File: src/rtl/pkg_1553.sv
// Constants shared by the 1553 encoder and decoder, plus the word-pattern builder.
package pkg_1553;

    localparam logic TUSER_CMD_STAT = 1'b1;
    localparam logic TUSER_DATA     = 1'b0;

    localparam logic [1:0] LVL_POS  = 2'b01;
    localparam logic [1:0] LVL_NEG  = 2'b10;
    localparam logic [1:0] LVL_IDLE = 2'b00;

    localparam int unsigned WORD_HALVES = 40;
    localparam int unsigned SYNC_HALVES = 6;

    typedef enum logic {
        IDLE,
        SEND
    } state_t;

    // One bit per half-bit, MSB is sent first; 1 = positive level, 0 = negative level.
    function automatic logic [WORD_HALVES-1:0] build_pattern(
        input logic [15:0] data,
        input logic        sync_type,
        input logic        invert_parity
    );
        logic [WORD_HALVES-1:0] pat;
        logic                   par;
        pat = '0;
        pat[WORD_HALVES-1 -: SYNC_HALVES] = (sync_type == TUSER_CMD_STAT) ? 6'b111000 : 6'b000111;
        for (int unsigned i = 0; i < 16; i++) begin
            pat[WORD_HALVES-1-SYNC_HALVES-2*i] = data[15-i];
            pat[WORD_HALVES-2-SYNC_HALVES-2*i] = ~data[15-i];
        end
        par    = (~^data) ^ invert_parity;
        pat[1] = par;
        pat[0] = ~par;
        return pat;
    endfunction

    function automatic logic [1:0] half_level(input logic positive);
        return positive ? LVL_POS : LVL_NEG;
    endfunction

endpackage

File: src/rtl/manchester_half_timer.sv
// Half-bit timer: counts HALF cycles per half-bit and HALVES half-bits per word.
module manchester_half_timer #(
    parameter int unsigned HALF   = 50,
    parameter int unsigned HALVES = 40
) (
    input  logic clk,
    input  logic rst,
    input  logic clear,
    input  logic enable,
    output logic half_tick,
    output logic pre_tick,
    output logic last_half
);

    localparam int unsigned CW = (HALF > 1) ? $clog2(HALF) : 1;
    localparam int unsigned IW = (HALVES > 1) ? $clog2(HALVES) : 1;

    logic [CW-1:0] count;
    logic [IW-1:0] index;

    assign half_tick = enable && (count == CW'(HALF - 1));
    // Asserted one cycle before half_tick so a registered consumer lines up with it.
    assign pre_tick  = enable && (count == CW'(HALF - 2));
    assign last_half = (index == IW'(HALVES - 1));

    always_ff @(posedge clk) begin
        if (rst || clear) begin
            count <= '0;
            index <= '0;
        end else if (enable) begin
            if (count == CW'(HALF - 1)) begin
                count <= '0;
                index <= last_half ? '0 : index + 1'b1;
            end else begin
                count <= count + 1'b1;
            end
        end
    end

endmodule

File: src/rtl/axis_1553_encoder.sv
// AXI-Stream to MIL-STD-1553 Manchester II word serialiser driving a differential pair.
module axis_1553_encoder
    import pkg_1553::*;
#(
    parameter int unsigned clock_speed = 100000000,
    parameter int unsigned bit_rate    = 1000000
) (
    input  logic        aclk,
    input  logic        arst,
    input  logic [15:0] s_axis_tdata,
    input  logic [7:0]  s_axis_tuser,
    input  logic        s_axis_tvalid,
    output logic        s_axis_tready,
    output logic [1:0]  diff,
    output logic        busy
);

    localparam int unsigned HALF = clock_speed / (2 * bit_rate);

    state_t                 state;
    logic [WORD_HALVES-1:0] pattern;
    logic [WORD_HALVES-1:0] next_pattern;
    logic                   accept;
    logic                   half_tick;
    logic                   pre_tick;
    logic                   last_half;
    logic                   unused_tuser;

    assign accept       = s_axis_tvalid && s_axis_tready;
    assign next_pattern = build_pattern(s_axis_tdata, s_axis_tuser[0], s_axis_tuser[1]);
    assign unused_tuser = ^s_axis_tuser[7:2];

    manchester_half_timer #(
        .HALF   (HALF),
        .HALVES (WORD_HALVES)
    ) u_timer (
        .clk       (aclk),
        .rst       (arst),
        .clear     (state == IDLE),
        .enable    (state == SEND),
        .half_tick (half_tick),
        .pre_tick  (pre_tick),
        .last_half (last_half)
    );

    always_ff @(posedge aclk) begin
        if (arst) begin
            state         <= IDLE;
            pattern       <= '0;
            diff          <= LVL_IDLE;
            busy          <= 1'b0;
            s_axis_tready <= 1'b0;
        end else begin
            case (state)
                IDLE: begin
                    s_axis_tready <= 1'b1;
                    diff          <= LVL_IDLE;
                    busy          <= 1'b0;
                    if (accept) begin
                        state         <= SEND;
                        pattern       <= next_pattern;
                        diff          <= half_level(next_pattern[WORD_HALVES-1]);
                        busy          <= 1'b1;
                        s_axis_tready <= 1'b0;
                    end
                end
                SEND: begin
                    // tready is registered, so raise it one cycle early to cover the final cycle.
                    s_axis_tready <= pre_tick && last_half;
                    if (half_tick) begin
                        if (last_half) begin
                            if (accept) begin
                                pattern       <= next_pattern;
                                diff          <= half_level(next_pattern[WORD_HALVES-1]);
                                s_axis_tready <= 1'b0;
                            end else begin
                                state         <= IDLE;
                                diff          <= LVL_IDLE;
                                busy          <= 1'b0;
                                s_axis_tready <= 1'b1;
                            end
                        end else begin
                            pattern <= pattern << 1;
                            diff    <= half_level(pattern[WORD_HALVES-2]);
                        end
                    end
                end
                default: state <= IDLE;
            endcase
        end
    end

endmodule

File: config.mk
export PLATFORM = sky130hd
export DESIGN_NAME = axis_1553_encoder
export DESIGN_NICKNAME = d
export VERILOG_FILES = /design/src/rtl/pkg_1553.sv /design/src/rtl/manchester_half_timer.sv /design/src/rtl/axis_1553_encoder.sv
export SDC_FILE = /design/constraint.sdc
export NUM_CORES = 1
export LEC_CHECK = 0
export ABC_AREA = 1
export CAP_MARGIN = 15
export CORE_MARGIN = 2
export CORE_UTILIZATION = 57
export CTS_CLUSTER_SIZE = 40
export DETAILED_ROUTE_END_ITERATION = 7
export PLACE_DENSITY = 0.84
export SLEW_MARGIN = 10
export SYNTH_ARGS = -nofsm -noshare
export SYNTH_HDL_FRONTEND = slang
export SYNTH_SLANG_ARGS = --single-unit
File: constraint.sdc
create_clock -name aclk -period 1.95 [get_ports aclk]
set_input_delay 0.195 -clock aclk [delete_from_list [all_inputs] [get_ports aclk]]
set_output_delay 0.195 -clock aclk [all_outputs]
set_load 0.02 [all_outputs]
==> run metrics <==
internal power=0.00175 W; CP Buf/Inv Count=2; Min-Delay Path Class=flip-flop to flip-flop; vias post-DR=roughly 2800; status=finished, final reports clean; Sink Count=56; reg-to-reg endpoint=pattern[33]; cell accounting for the most synthesized area=dfxtp_1; DRT Wirelength=roughly 6.5 mm; fraction of registers with async set/reset=0; CP Max Fanout=9; detailed placement HPWL=4.67 mm; worst slew pin tran=0.370 ns; Initial DRC Count=216; WP data arrival=1.98 ns; multiplexer area fraction after synthesis=0; Syn-to-layout area delta=13.3%; PostCTS Resize Cnt=0; Clock Pin Slew Worst Setup and Hold Paths=approximately 0.1 ns; drt wl/cell=~12 um; max cap viols=0; Critical Path Start=u_timer.index[1]; mean post-synth cell area=a little under 7 sq um; FF-to-FF Start=u_timer.index[1]; Mapped Area=between 3000 and 4000 sq um; Worst Setup End Kind=flip-flop; Final ANT Viol Nets=0; post-route cell area=3460 sq um; CP required=2.16 ns; Top delay family on crit path=compound AO/OA/AOI/OAI gates; Worst Setup Path Type=flip-flop to flip-flop; share of the synthesized area in the top cell type=0.368; clk root buf=clkbuf_8; clk_skew=approximately 0.0056 ns; Worst R2R Path Depth=9; I/O pin total=31; Critical Path Source Type=flip-flop; Mapped Nets=~480; Yosys cell types=41; xor-xnor portion of the synthesized cell area=0.00861; combinational fraction of design power=0.241; Slew Limit Headroom=0.753; Num CTS Buffers=5; static leakage=1.53 nW; count leader, synth=nand2_1; Top FF cell, synth=dfxtp_1; Final Hold Fails=0; crit path cell chain=ha_1 -> nand3_2 -> o21ai_4 -> buf_4 -> nand2_4 -> inv_1 -> nand2_1 -> a21oi_1 -> nor2_1; Period minus WS final=1.76 ns; pin count of the biggest net entering global routing=23; sw power=0.000817 W; die area=around 6000 sq um; Syn Inst Count=445; CP endpoint=pattern[33]; main combinational cell family by area after synthesis=simple AND/OR/NAND/NOR gates; CTS tree=built; register area share after synthesis=0.368; fin cells=543; R2R setup slack=0.19 ns; Starting Density=0.593; Reg power frac=0.493; Antenna diodes=0; Pwr Density=744 nW/um^2; GP Congestion=roughly 0.84; Die H=roughly 77 um; Slowest-stage cell, CP=dfxtp_1; clock power share=0.266; Longest Clk Path Bufs=2; setup violators final=0; Port Buffers=24; Clock Latency Late Sink=between 0.3 and 0.4 ns; Final #Nets=503; post-synthesis adder-cell area fraction=0.0164; CTS Hold Bufs=0; number of synthesized flops with an enable pin=0; Synth Area in Compound Gates=0.177; dpl cells=535; maximum VDD drop=494 uV; setup TNS=0 ns; DRC=0; DR vias/cell=5.23; Post-synth top cells=nand2_1, dfxtp_1, inv_1; Sw Share=0.318; instance count on the critical path=9; placement row count=26; H-tree Lvls=2; Setup Buffers After CTS=0; Cell Area, Placed=3360 sq um; Core Area=5140 sq um; antenna violations before repair=0; max incr delay on CP=0.37 ns; Period Utilization, post-route=0.905; Congestion Overflow GR=0; Yosys Warn Count=0; global-route wire length before repair=11.1 mm; share of post-route cells with drive strength above 1=0.121; drt first pass iters=4; Synth area leaders=dfxtp_1, nand2_1, inv_1; Slew Viols, Final=0; Yosys reg bits=56; RSZ-0062 raised after global routing=no; FMAX=~570 MHz; vias in the first global route=2601; total track usage=0.227; Simple-Gate Fraction of Synth Area=0.317; overall power=between 0.002 and 0.003 W; chip width=77.2 um
==> worst register-to-register path, stage by stage, from the launching register on <==
cell and delay (ns):
dfxtp_1 0.37, ha_1 0.22, nand3_2 0.12, o21ai_4 0.24, buf_4 0.22, nand2_4 0.09, inv_1 0.10, nand2_1 0.08
a21oi_1 0.15, nor2_1 0.07
==> routing by layer <==
metal  global-route usage  wire length, um
met5                    0                0
met4               0.0893               96
met3               0.0318              249
met2                0.377             3040
met1                0.297             3080
==> kinds of logic after synthesis <==
family,Yosys count
and+or+nand+nor,228
AOI/OAI and AO/OA,79
buffers and inverters,75
DFF,56
adders and majority gates,4
xor gates and xnor gates,3
==> cells in the final DEF, fill, tap and decap left out, types with 3 or more instances in the layout <==
cell type | Yosys | final
nor3_1 | 5 | 5
clkbuf_8 | 0 | 6
o21ai_0 | 17 | 17
nor2_1 | 37 | 37
clkdlybuf4s50_1 | 0 | 24
or2_2 | 3 | 3
nand2_2 | 4 | 4
o211ai_2 | 9 | 9
o21bai_1 | 9 | 9
inv_2 | 6 | 6
nand2_4 | 3 | 3
buf_4 | 2 | 13
a21oi_1 | 23 | 23
ha_1 | 4 | 4
a31oi_1 | 11 | 11
nand3_1 | 9 | 9
inv_1 | 50 | 50
nand2_1 | 157 | 157
dfxtp_1 | 56 | 56
==> final cells by class <==
class	count	area [sq um]
inverters	58	228
fillers	469	1680
clock inverters	2	15.0
repair buffers	37	338
flip-flops and latches	56	1120
well taps	70	87.6
multi-input cells	314	1580
clock buffers	6	82.6
==> sequential cells by signal, summed over array words and instances (netlist names) <==
signal and cells:
busy 1, diff 2, pattern 39, s_axis_tready 1, state 1, u_timer.count 6, u_timer.index 6
==> worst min-delay path by stage <==
stage / startpoint / endpoint / cells past startpoint
after detailed placement: pattern[24] / pattern[24] / 2
final: pattern[0] / pattern[0] / 2
after global routing: pattern[0] / pattern[0] / 2
after CTS: pattern[24] / pattern[24] / 2
after global placement: pattern[32] / pattern[32] / 2
after floorplan: arst / pattern[23] / 1
==> per-stage QoR <==
stage / setup slack (ns) / utilization / hold slack [ns]
after floorplan: 0.441 / - / 0.264
after global placement: 0.258 / 0.653 / 0.448
after detailed placement: 0.222 / 0.653 / 0.455
after CTS: 0.197 / 0.672 / 0.470
after global routing: 0.0708 / 0.672 / 0.485
final: 0.186 / 0.672 / 0.470
==> power groups by stage <==
stage | clock network, W | registers, W | logic, W
global placement | 0 | 0.00129 | 0.000601
finish | 0.000684 | 0.00127 | 0.000619
floorplan | 0 | 0.00129 | 0.000449
CTS | 0.000692 | 0.00127 | 0.000618
global route | 0.000736 | 0.00128 | 0.000690
detailed placement | 0 | 0.00129 | 0.000616
No activity file was read; power rests on OpenSTA's default activity.
